==> src/rtl/seg7_scan_capture.sv <==
// rtl/seg7_scan_capture.sv - decodes a scanned active-low 7-segment bus back into 4-digit hex frames
module seg7_scan_capture #(
    parameter int SETTLE_CYCLES  = 4,
    parameter int TIMEOUT_CYCLES = 65535
) (
    input  logic        clk,
    input  logic        rst,
    input  logic [3:0]  d_sel,
    input  logic [7:0]  d_out,
    output logic [15:0] digits,
    output logic [3:0]  blank,
    output logic [3:0]  dp,
    output logic [3:0]  seg_err,
    output logic        frame_valid,
    output logic        sel_err,
    output logic        stale
);
    localparam logic [7:0]  SETTLE_N  = 8'(SETTLE_CYCLES);
    localparam logic [15:0] TIMEOUT_N = 16'(TIMEOUT_CYCLES);
    localparam logic [3:0]  SEL_IDLE  = 4'b1111;

    typedef enum logic [1:0] {S_WAIT, S_SETTLE, S_HOLD} state_t;
    state_t state, state_nx;

    logic [3:0]  sel_q, lat_sel, lat_sel_nx, bad_sel;
    logic [7:0]  seg_q, lat_seg, lat_seg_nx;
    logic [7:0]  cnt, cnt_nx, bad_cnt, bad_cnt_nx;
    logic [15:0] to_cnt;
    logic [3:0]  seen, seen_nx;
    logic [15:0] sh_val;
    logic [3:0]  sh_blank, sh_dp, sh_err;
    logic        sel_onehot, sel_bad, same, capture, to_hit, wait_eval;
    logic [3:0]  dec_val;
    logic        dec_blank, dec_err;

    assign sel_onehot = (sel_q == 4'b1110) || (sel_q == 4'b1101) ||
                        (sel_q == 4'b1011) || (sel_q == 4'b0111);
    assign sel_bad    = !sel_onehot && (sel_q != SEL_IDLE);
    assign same       = (sel_q == lat_sel) && (seg_q == lat_seg);
    assign to_hit     = !capture && (to_cnt == TIMEOUT_N - 16'd1);

    always_comb begin
        state_nx   = state;
        lat_sel_nx = lat_sel;
        lat_seg_nx = lat_seg;
        cnt_nx     = cnt;
        capture    = 1'b0;
        wait_eval  = 1'b0;
        case (state)
            S_SETTLE: begin
                if (cnt == SETTLE_N) begin
                    capture  = 1'b1;
                    state_nx = S_HOLD;
                end else if (!sel_onehot) begin
                    // idle or malformed select abandons the digit being settled
                    state_nx = S_WAIT;
                end else if (same) begin
                    cnt_nx = cnt + 8'd1;
                end else begin
                    lat_sel_nx = sel_q;
                    lat_seg_nx = seg_q;
                    cnt_nx     = 8'd1;
                end
            end
            S_HOLD:  wait_eval = !same;
            default: wait_eval = 1'b1;
        endcase
        if (wait_eval) begin
            if (sel_onehot) begin
                state_nx   = S_SETTLE;
                lat_sel_nx = sel_q;
                lat_seg_nx = seg_q;
                cnt_nx     = 8'd1;
            end else begin
                state_nx = S_WAIT;
            end
        end
    end

    always_comb begin
        dec_val   = 4'h0;
        dec_blank = 1'b0;
        dec_err   = 1'b0;
        case (lat_seg[7:1])
            7'b0000001: dec_val = 4'h0;
            7'b1001111: dec_val = 4'h1;
            7'b0010010: dec_val = 4'h2;
            7'b0000110: dec_val = 4'h3;
            7'b1001100: dec_val = 4'h4;
            7'b0100100: dec_val = 4'h5;
            7'b0100000: dec_val = 4'h6;
            7'b0001111: dec_val = 4'h7;
            7'b0000000: dec_val = 4'h8;
            7'b0000100: dec_val = 4'h9;
            7'b0001000: dec_val = 4'hA;
            7'b1100000: dec_val = 4'hB;
            7'b0110001: dec_val = 4'hC;
            7'b1000010: dec_val = 4'hD;
            7'b0110000: dec_val = 4'hE;
            7'b0111000: dec_val = 4'hF;
            7'b1111111: dec_blank = 1'b1;
            default:    dec_err = 1'b1;
        endcase
    end

    always_comb begin
        bad_cnt_nx = 8'd0;
        if (sel_bad) begin
            if ((sel_q == bad_sel) && (bad_cnt != 8'd0))
                bad_cnt_nx = (bad_cnt == 8'hFF) ? bad_cnt : bad_cnt + 8'd1;
            else
                bad_cnt_nx = 8'd1;
        end
    end

    // a capture in the completion cycle already belongs to the next frame
    always_comb begin
        seen_nx = (seen == 4'b1111) ? 4'b0000 : seen;
        if (capture)
            seen_nx = seen_nx | ~lat_sel;
        if (to_hit)
            seen_nx = 4'b0000;
    end

    always_ff @(posedge clk) begin
        if (rst) begin
            sel_q       <= SEL_IDLE;
            seg_q       <= 8'hFF;
            state       <= S_WAIT;
            lat_sel     <= SEL_IDLE;
            lat_seg     <= 8'hFF;
            cnt         <= 8'd0;
            bad_sel     <= SEL_IDLE;
            bad_cnt     <= 8'd0;
            to_cnt      <= 16'd0;
            seen        <= 4'b0000;
            sh_val      <= 16'h0000;
            sh_blank    <= 4'b0000;
            sh_dp       <= 4'b0000;
            sh_err      <= 4'b0000;
            digits      <= 16'h0000;
            blank       <= 4'b0000;
            dp          <= 4'b0000;
            seg_err     <= 4'b0000;
            frame_valid <= 1'b0;
            sel_err     <= 1'b0;
            stale       <= 1'b0;
        end else begin
            sel_q   <= d_sel;
            seg_q   <= d_out;
            state   <= state_nx;
            lat_sel <= lat_sel_nx;
            lat_seg <= lat_seg_nx;
            cnt     <= cnt_nx;
            bad_cnt <= bad_cnt_nx;
            if (sel_bad)
                bad_sel <= sel_q;
            if (bad_cnt_nx >= SETTLE_N)
                sel_err <= 1'b1;
            if (capture)
                to_cnt <= 16'd0;
            else if (to_cnt != TIMEOUT_N)
                to_cnt <= to_cnt + 16'd1;
            for (int i = 0; i < 4; i++) begin
                if (capture && !lat_sel[i]) begin
                    sh_val[4*i +: 4] <= dec_val;
                    sh_blank[i]      <= dec_blank;
                    sh_dp[i]         <= ~lat_seg[0];
                    sh_err[i]        <= dec_err;
                end
            end
            seen        <= seen_nx;
            frame_valid <= (seen == 4'b1111);
            if (seen == 4'b1111) begin
                digits  <= sh_val;
                blank   <= sh_blank;
                dp      <= sh_dp;
                seg_err <= sh_err;
                stale   <= 1'b0;
            end
            if (to_hit)
                stale <= 1'b1;
        end
    end
endmodule

==> config.mk <==
export PLATFORM = sky130hd
export DESIGN_NAME = seg7_scan_capture
export DESIGN_NICKNAME = d
export VERILOG_FILES = /design/src/rtl/seg7_scan_capture.sv
export SDC_FILE = /design/constraint.sdc
export NUM_CORES = 1
export LEC_CHECK = 0
export ABC_AREA = 1
export CELL_PAD_IN_SITES_DETAIL_PLACEMENT = 1
export CELL_PAD_IN_SITES_GLOBAL_PLACEMENT = 2
export CORE_ASPECT_RATIO = 2
export CORE_UTILIZATION = 36
export DETAILED_ROUTE_END_ITERATION = 16
export DONT_BUFFER_PORTS = 1
export PLACE_DENSITY = 0.87
export SETUP_SLACK_MARGIN = 0.1
export SLEW_MARGIN = 10
export SYNTH_ARGS = -nofsm -noshare
export SYNTH_HDL_FRONTEND = slang
export SYNTH_SLANG_ARGS = --single-unit
==> constraint.sdc <==
create_clock -name clk -period 2.2 [get_ports clk]
set_input_delay 0 -clock clk [delete_from_list [all_inputs] [get_ports clk]]
set_output_delay 0 -clock clk [all_outputs]
set_load 0.01 [all_outputs]
==> impl_metrics.env, run 1 <==
export IMPL_outcome="finished, final reports clean"
export IMPL_cts_root_buf="clkbuf_16"
export IMPL_grt_pass1_vias=5780
export IMPL_synth_area_top_cells="dfxtp_1 43%, nand2_1 12%, inv_1 6.2%, nor2_1 5.9%, nand3_1 5.5%"
export IMPL_worstMarginPinSlew_ns=1.10
export IMPL_synth_nets=840
export IMPL_drive_above_1_share_pct=11.3
export IMPL_synth_top_area_share_pct=42.9
export IMPL_route_detailed_drc=0
export IMPL_cpLargestDelayFamily="simple AND/OR/NAND/NOR gates"
export IMPL_vias_per_cell=5.10
export IMPL_numCtsBuffers=17
export IMPL_finalPower_mw=5.67
export IMPL_r2r_end="sh_err[0]$_SDFFE_PP0P_"
export IMPL_dp_slack_ns=0.273
export IMPL_setup_ws_ns=0.211
export IMPL_wirelength_um=16400
export IMPL_path_class="flip-flop to flip-flop"
export IMPL_n_antenna_cell=0
export IMPL_netlist_instances=820
export IMPL_syn_cell_area_mm2=0.00584
export IMPL_place_congestion=0.862
export IMPL_finalSetupTns_ns=0
export IMPL_track_usage_pct=20.9
export IMPL_arrival_ns=2.30
export IMPL_h_tree_depth=4
export IMPL_die_h_um=182
export IMPL_hpwl_um=12600
export IMPL_area_growth_pct=15.3
export IMPL_finalCritPeriodShare_pct=90.4
export IMPL_gr_total_overflow=0
export IMPL_antenna_found_initial=1
export IMPL_core_mm2=0.0158
export IMPL_path_buf_inv=1
export IMPL_dp_cells=1005
export IMPL_yosysTopAreaCell="dfxtp_1"
export IMPL_setup_viol=0
export IMPL_min_from="d_out[1]"
export IMPL_synth_flop_cell="dfxtp_1"
export IMPL_r2r_setup_slack_ns=0.21
export IMPL_required_ns=2.51
export IMPL_cts_buffer_depth=2
export IMPL_max_slew_margin_pct=26.4
export IMPL_drv_cap=0
export IMPL_skew_ns=0.00786
export IMPL_vdd_drop_max_mv=0.568
export IMPL_nets=856
export IMPL_finalInstanceArea_mm2=0.00673
export IMPL_ys_types=40
export IMPL_vias=5351
export IMPL_cp_start_kind="flip-flop"
export IMPL_max_freq_mhz=503
export IMPL_clk_latency_ns=0.43
export IMPL_grt_pass1_wl_um=27300
export IMPL_placed_area_mm2=0.00603
export IMPL_startpoint="lat_seg[2]$_SDFF_PP1_"
export IMPL_nFillCells=2031
export IMPL_hold_violations=0
export IMPL_p_per_area_mw_per_mm2=842
export IMPL_finalNonFillerCells=1050
export IMPL_synth_seq_area_share_pct=42.9
export IMPL_ff2ff_path_depth=7
export IMPL_fin_crit_ns=1.99
export IMPL_async_flop_share_pct=0
export IMPL_syn_avg_cell_area_um2=7.12
export IMPL_yosysWarnings=0
export IMPL_ant_nets=0
export IMPL_crit_slowest_cell="nor3_1"
export IMPL_clock_sinks=125
export IMPL_dieArea_mm2=0.0168
export IMPL_grt_max_degree=55
export IMPL_crit_path_end="sh_err[0]$_SDFFE_PP0P_"
export IMPL_dr_pass1_iters=4
export IMPL_die_w_um=92.1
export IMPL_critical_path_peak_fanout=6
export IMPL_synth_edf_count=0
export IMPL_clk_pin_slew_worst_paths_ns=0.06
export IMPL_hold_path_class="input port to flip-flop"
export IMPL_critical_path_max_stage_delay_ns=0.49
export IMPL_p_leak_nw=3.02
export IMPL_rsz0062_at_grt="no"
export IMPL_cts_setup_buffers=0
export IMPL_cts_tree="yes"
export IMPL_io_pins=45
export IMPL_slew_violations=0
export IMPL_critical_path_depth=7
export IMPL_crit_path_end_kind="flip-flop"
export IMPL_portBuffers=0
export IMPL_ys_ff_latch=125
export IMPL_rows=65
export IMPL_initial_core_util_pct=37.0
export IMPL_drt_iter0_markers=166
export IMPL_cp_cell_sequence="inv_2, nor3_1, nand4_1, nand2_1, nor2_1, nand3b_2, a21oi_1"
export IMPL_wire_per_inst_um=15.6
export IMPL_r2r_start="lat_seg[2]$_SDFF_PP1_"
cells in the final DEF (no fill, tap or decap), types with 10 or more instances in the layout:
cell	synthesis	layout
buf_4	4	10
inv_1	97	96
o21ai_0	54	54
clkbuf_16	0	17
or2_2	16	16
nand2_1	180	180
a21oi_1	49	49
nor2_1	92	92
dfxtp_1	125	125
dlygate4sd3_1	0	12
nand4_1	17	17
inv_2	9	10
nand3_1	64	64
nor3_1	14	14
report_power, final:
part           internal, mW  total [mW]  switching [mW]
clock                  1.62        2.70            1.09
combinational         0.185       0.550           0.365
sequential             2.33        2.41          0.0852
total                  4.13        5.67            1.54
worst min-delay path by stage:
stage | to | slack, ns | cells past startpoint
after CTS | seg_q[3]$_SDFF_PP1_ | 0.19 | 2
after global routing | seg_q[0]$_SDFF_PP1_ | 0.21 | 2
after global placement | state[1]$_SDFFE_PP0P_ | 0.08 | 1
after floorplan | seg_q[0]$_SDFF_PP1_ | 0.10 | 1
final | seg_q[1]$_SDFF_PP1_ | 0.20 | 2
after detailed placement | state[1]$_SDFFE_PP0P_ | 0.08 | 1
kinds of logic (layout without fill, tap and decap cells):
logic type / count (synthesis) / count (layout) / synth area share (%)
AO/OA/AOI/OAI: 129 / 129 / 12.1
XOR/XNOR: 12 / 12 / 1.80
adder cells (fa/ha/maj): 6 / 6 / 1.29
buffers and inverters: 135 / 164 / 9.71
flip-flops: 125 / 125 / 42.9
AND/OR/NAND/NOR: 413 / 413 / 32.3
synth_stat cells (3+ instances only):
cell type	n
inv_2	9
dfxtp_1	125
nand3_1	64
xnor2_1	8
nand3_2	3
o21a_1	7
or2_2	16
nor2_4	3
buf_4	4
nor2_2	7
xor2_1	4
a31oi_1	3
nand2_1	180
nor2_1	92
nor3_2	3
nand4_1	17
buf_2	4
clkbuf_1	12
o21bai_1	6
o211ai_1	8
ha_1	6
buf_6	3
nand2_4	4
a21oi_1	49
nand2_2	4
nor3_1	14
o21ai_0	54
inv_1	97
sequential cells by signal (all words and copies together) (netlist names):
signal	cells
digits	16
sh_val	16
to_cnt	16
bad_cnt	8
cnt	8
lat_seg	8
seg_q	8
bad_sel	4
blank	4
dp	4
lat_sel	4
seen	4
seg_err	4
sel_q	4
sh_blank	4
sh_dp	4
sh_err	4
state	2
frame_valid	1
sel_err	1
stale	1
metrics by stage:
stage,utilization [%],hold slack (ns)
3_5_place_dp,38.2,0.0760
5_1_grt,42.7,0.207
3_3_place_gp,38.2,0.0752
4_1_cts,42.6,0.191
6_report,42.7,0.204
2_1_floorplan,-,0.104
final cells by class:
class	instances	area, um^2	area share (%)
clock buffer	20	457	6.79
clock inverter	12	114	1.69
inverter	108	408	6.06
multi-input combinational	560	2770	41.2
sequential	125	2500	37.2
tap	201	251	3.74
timing repair buffer	24	228	3.38
routing by layer:
| metal | track usage [%] | vias to the layer above | part of all wire [%] |
|---|---|---|---|
| met5 | 0 | - | 0.067 |
| li1 | - | 2658 | - |
| met2 | 41.2 | 82 | 57 |
| met4 | 13.5 | 2 | 4.9 |
| met3 | 3.79 | 50 | 2.3 |
| met1 | 18.6 | 2559 | 36 |
what timing repair did:
| action | CTS | global route |
|---|---|---|
| endpoints found under the setup margin | 0 | 9 |
| resized for setup | 0 | 1 |
| hold endpoints to repair | 56 | 0 |
| hold buffers | 13 | 0 |
No activity file was read; power rests on OpenSTA's default activity.
==> run 2: changes to the inputs <==
--- a/config.mk
+++ b/config.mk
@@ -7,4 +7,5 @@
 export LEC_CHECK = 0
 export ABC_AREA = 1
+export CAP_MARGIN = 20
 export CELL_PAD_IN_SITES_DETAIL_PLACEMENT = 1
 export CELL_PAD_IN_SITES_GLOBAL_PLACEMENT = 2
==> constraint.sdc (replaced) <==
create_clock -name clk -period 2.2 [get_ports clk]
set_input_delay 0.22 -clock clk [delete_from_list [all_inputs] [get_ports clk]]
set_output_delay 0.22 -clock clk [all_outputs]
set_load 0.01 [all_outputs]
==> run 2 against run 1 <==
Net effect:
- clock skew down 0.0018 ns
- cell count is 0.19% higher
- sequential power hardly changed
- routed wire length is essentially flat
- first-iteration DRC count shrank 1.8%
- largest cell class unchanged
- highest routed layer is now met4
==> impl_metrics.env, run 2 (synthesis results as in run 1) <==
export IMPL_path_class="flip-flop to flip-flop"
export IMPL_antenna_found_initial=0
export IMPL_setup_viol=0
export IMPL_gr_total_overflow=0
export IMPL_worstHoldEndpoint="lat_seg[3]$_SDFF_PP1_"
export IMPL_clk_latency_ns=0.42
export IMPL_rsz0062_at_grt="no"
export IMPL_arrival_ns=2.16
export IMPL_holdPathStages=3
export IMPL_multi_input_area_mm2=0.00277
export IMPL_nets=858
export IMPL_layout_common_cells="180 x nand2_1, 125 x dfxtp_1, 96 x inv_1, 92 x nor2_1, 64 x nand3_1"
export IMPL_grt_pass1_vias=5783
export IMPL_worstMarginPinSlew_ns=0.973
export IMPL_rows=65
export IMPL_ff_latch_area_mm2=0.00250
export IMPL_critical_path_peak_fanout=10
export IMPL_p_int_mw=4.41
export IMPL_cts_root_buf="clkbuf_16"
export IMPL_nFillCells=2001
export IMPL_crit_path_end_kind="flip-flop"
export IMPL_clk_pin_slew_worst_paths_ns=0.06
export IMPL_clock_sinks=125
export IMPL_swShare_pct=25.9
export IMPL_drt_iter0_markers=163
export IMPL_core_mm2=0.0158
export IMPL_layout_commonest_cell="nand2_1"
export IMPL_cp_start_kind="flip-flop"
export IMPL_min_from="rst"
export IMPL_n_antenna_cell=0
export IMPL_area_growth_pct=16.2
export IMPL_die_w_um=92.1
export IMPL_dieArea_mm2=0.0168
export IMPL_track_usage_pct=20.8
export IMPL_switching_power_mw=1.54
export IMPL_grt_pass1_wl_um=27300
export IMPL_required_ns=2.51
export IMPL_hpwl_um=12400
export IMPL_die_h_um=182
export IMPL_slew_violations=0
export IMPL_max_freq_mhz=540
export IMPL_r2r_end="sh_blank[0]$_SDFFE_PP0P_"
export IMPL_ant_nets=0
export IMPL_max_slew_margin_pct=34.9
export IMPL_cts_buffer_depth=2
export IMPL_finalSetupTns_ns=0
export IMPL_outcome="finished, final reports clean"
export IMPL_h_tree_depth=4
export IMPL_p_clk_share_pct=50.3
export IMPL_r2r_setup_slack_ns=0.35
export IMPL_cts_tree="yes"
export IMPL_dr_pass1_iters=4
export IMPL_portBuffers=0
export IMPL_largestRegisters="digits (16), sh_val (16), to_cnt (16)"
export IMPL_place_congestion=0.875
export IMPL_initial_core_util_pct=37.0
export IMPL_hold_path_class="input port to flip-flop"
export IMPL_io_pins=45
export IMPL_skew_ns=0.00609
export IMPL_grt_max_degree=55
export IMPL_route_detailed_drc=0
export IMPL_finalCritPeriodShare_pct=84.1
export IMPL_wirelength_um=16400
export IMPL_vias=5328
export IMPL_numCtsBuffers=17
export IMPL_drv_cap=0
export IMPL_p_leak_nw=3.04
export IMPL_final_core_util_pct=43.0
export IMPL_drive_above_1_share_pct=11.3
export IMPL_r2r_start="cnt[0]$_SDFF_PP0_"
export IMPL_hold_violations=0
export IMPL_cts_setup_buffers=0
export IMPL_wire_per_inst_um=15.6
export IMPL_pwr_share_comb_pct=9.2
export IMPL_vias_per_cell=5.06
export IMPL_p_per_area_mw_per_mm2=877
export IMPL_ff2ff_path_depth=11
export IMPL_vdd_drop_max_mv=0.549
export IMPL_p_seq_share_pct=40.5
export IMPL_fin_crit_ns=1.85
## run 2: cell types whose count changed in the layout (fill, tap and decap cells not counted), sizes merged
cell          before  now
dlygate4sd3       12   14
clkbuf            20   19
bufinv             1    4
dlymetal6s4s       1    0
clkinvlp           4    2
buf               11   12
## run 2: worst max-delay path by stage
stage	startpoint	to	slack [ns]	depth (start not counted)
3_5_place_dp	lat_seg[2]$_SDFF_PP1_	sh_val[6]$_SDFFE_PP0P_	0.35	9
4_1_cts	cnt[0]$_SDFF_PP0_	sh_blank[0]$_SDFFE_PP0P_	0.32	11
3_3_place_gp	cnt[0]$_SDFF_PP0_	sh_dp[2]$_SDFFE_PP0P_	0.38	12
2_1_floorplan	to_cnt[0]$_SDFFE_PP0P_	to_cnt[1]$_SDFFE_PP0P_	0.64	10
5_1_grt	cnt[0]$_SDFF_PP0_	sh_dp[2]$_SDFFE_PP0P_	0.12	12
6_report	cnt[0]$_SDFF_PP0_	sh_blank[0]$_SDFFE_PP0P_	0.35	11
## run 2: layout make-up
| class | count | area share, % |
|---|---|---|
| clock inverters | 13 | 2.78 |
| clock buffers | 19 | 6.38 |
| well taps | 201 | 3.71 |
| multi-input cells | 560 | 40.8 |
| inverters | 108 | 6.01 |
| repair buffers | 26 | 3.45 |
| flip-flops and latches | 125 | 36.9 |
## run 2: repair_timing
item,in CTS,in global routing
hold endpoints to repair,22,0
resized for setup,0,1
hold buffers,14,0
endpoints found under the setup margin,0,1
## run 2: critical path, cell delays in order, from the launching register on
cell and delay, ns:
dfxtp_1 0.33, inv_1 0.10, ha_1 0.15, nand2_1 0.05
nor2_1 0.09, nand3_1 0.12, nor2_2 0.16, inv_2 0.09
nor2_1 0.20, buf_4 0.22, a21oi_1 0.08, o21a_1 0.16
## run 2: stage by stage
stage	cells	cell area (um^2)	power [mW]	hold slack, ns	setup WS [ns]
after CTS	1052	6780	6.02	0.139	0.323
after floorplan	820	5840	2.86	0.324	0.642
after global placement	1006	6020	2.96	0.296	0.380
after detailed placement	1006	6020	2.98	0.295	0.347
final	1052	6790	5.96	0.158	0.349
after global routing	1052	6790	6.21	0.155	0.125
## run 2: metal layers
metal	part of all wire, %	up-vias	global-route usage (%)
li1	-	2661	-
met1	36	2546	18.7
met2	58	85	41.9
met3	2.3	36	4.25
met4	3.6	0	10.7
met5	0	-	0
## run 2: power by group through the flow
stage | sequential [mW] | clock (mW) | combinational, mW
after floorplan | 2.42 | 0 | 0.435
after global placement | 2.46 | 0 | 0.506
after detailed placement | 2.46 | 0 | 0.523
after CTS | 2.41 | 3.05 | 0.555
after global routing | 2.42 | 3.17 | 0.615
final | 2.41 | 2.99 | 0.548
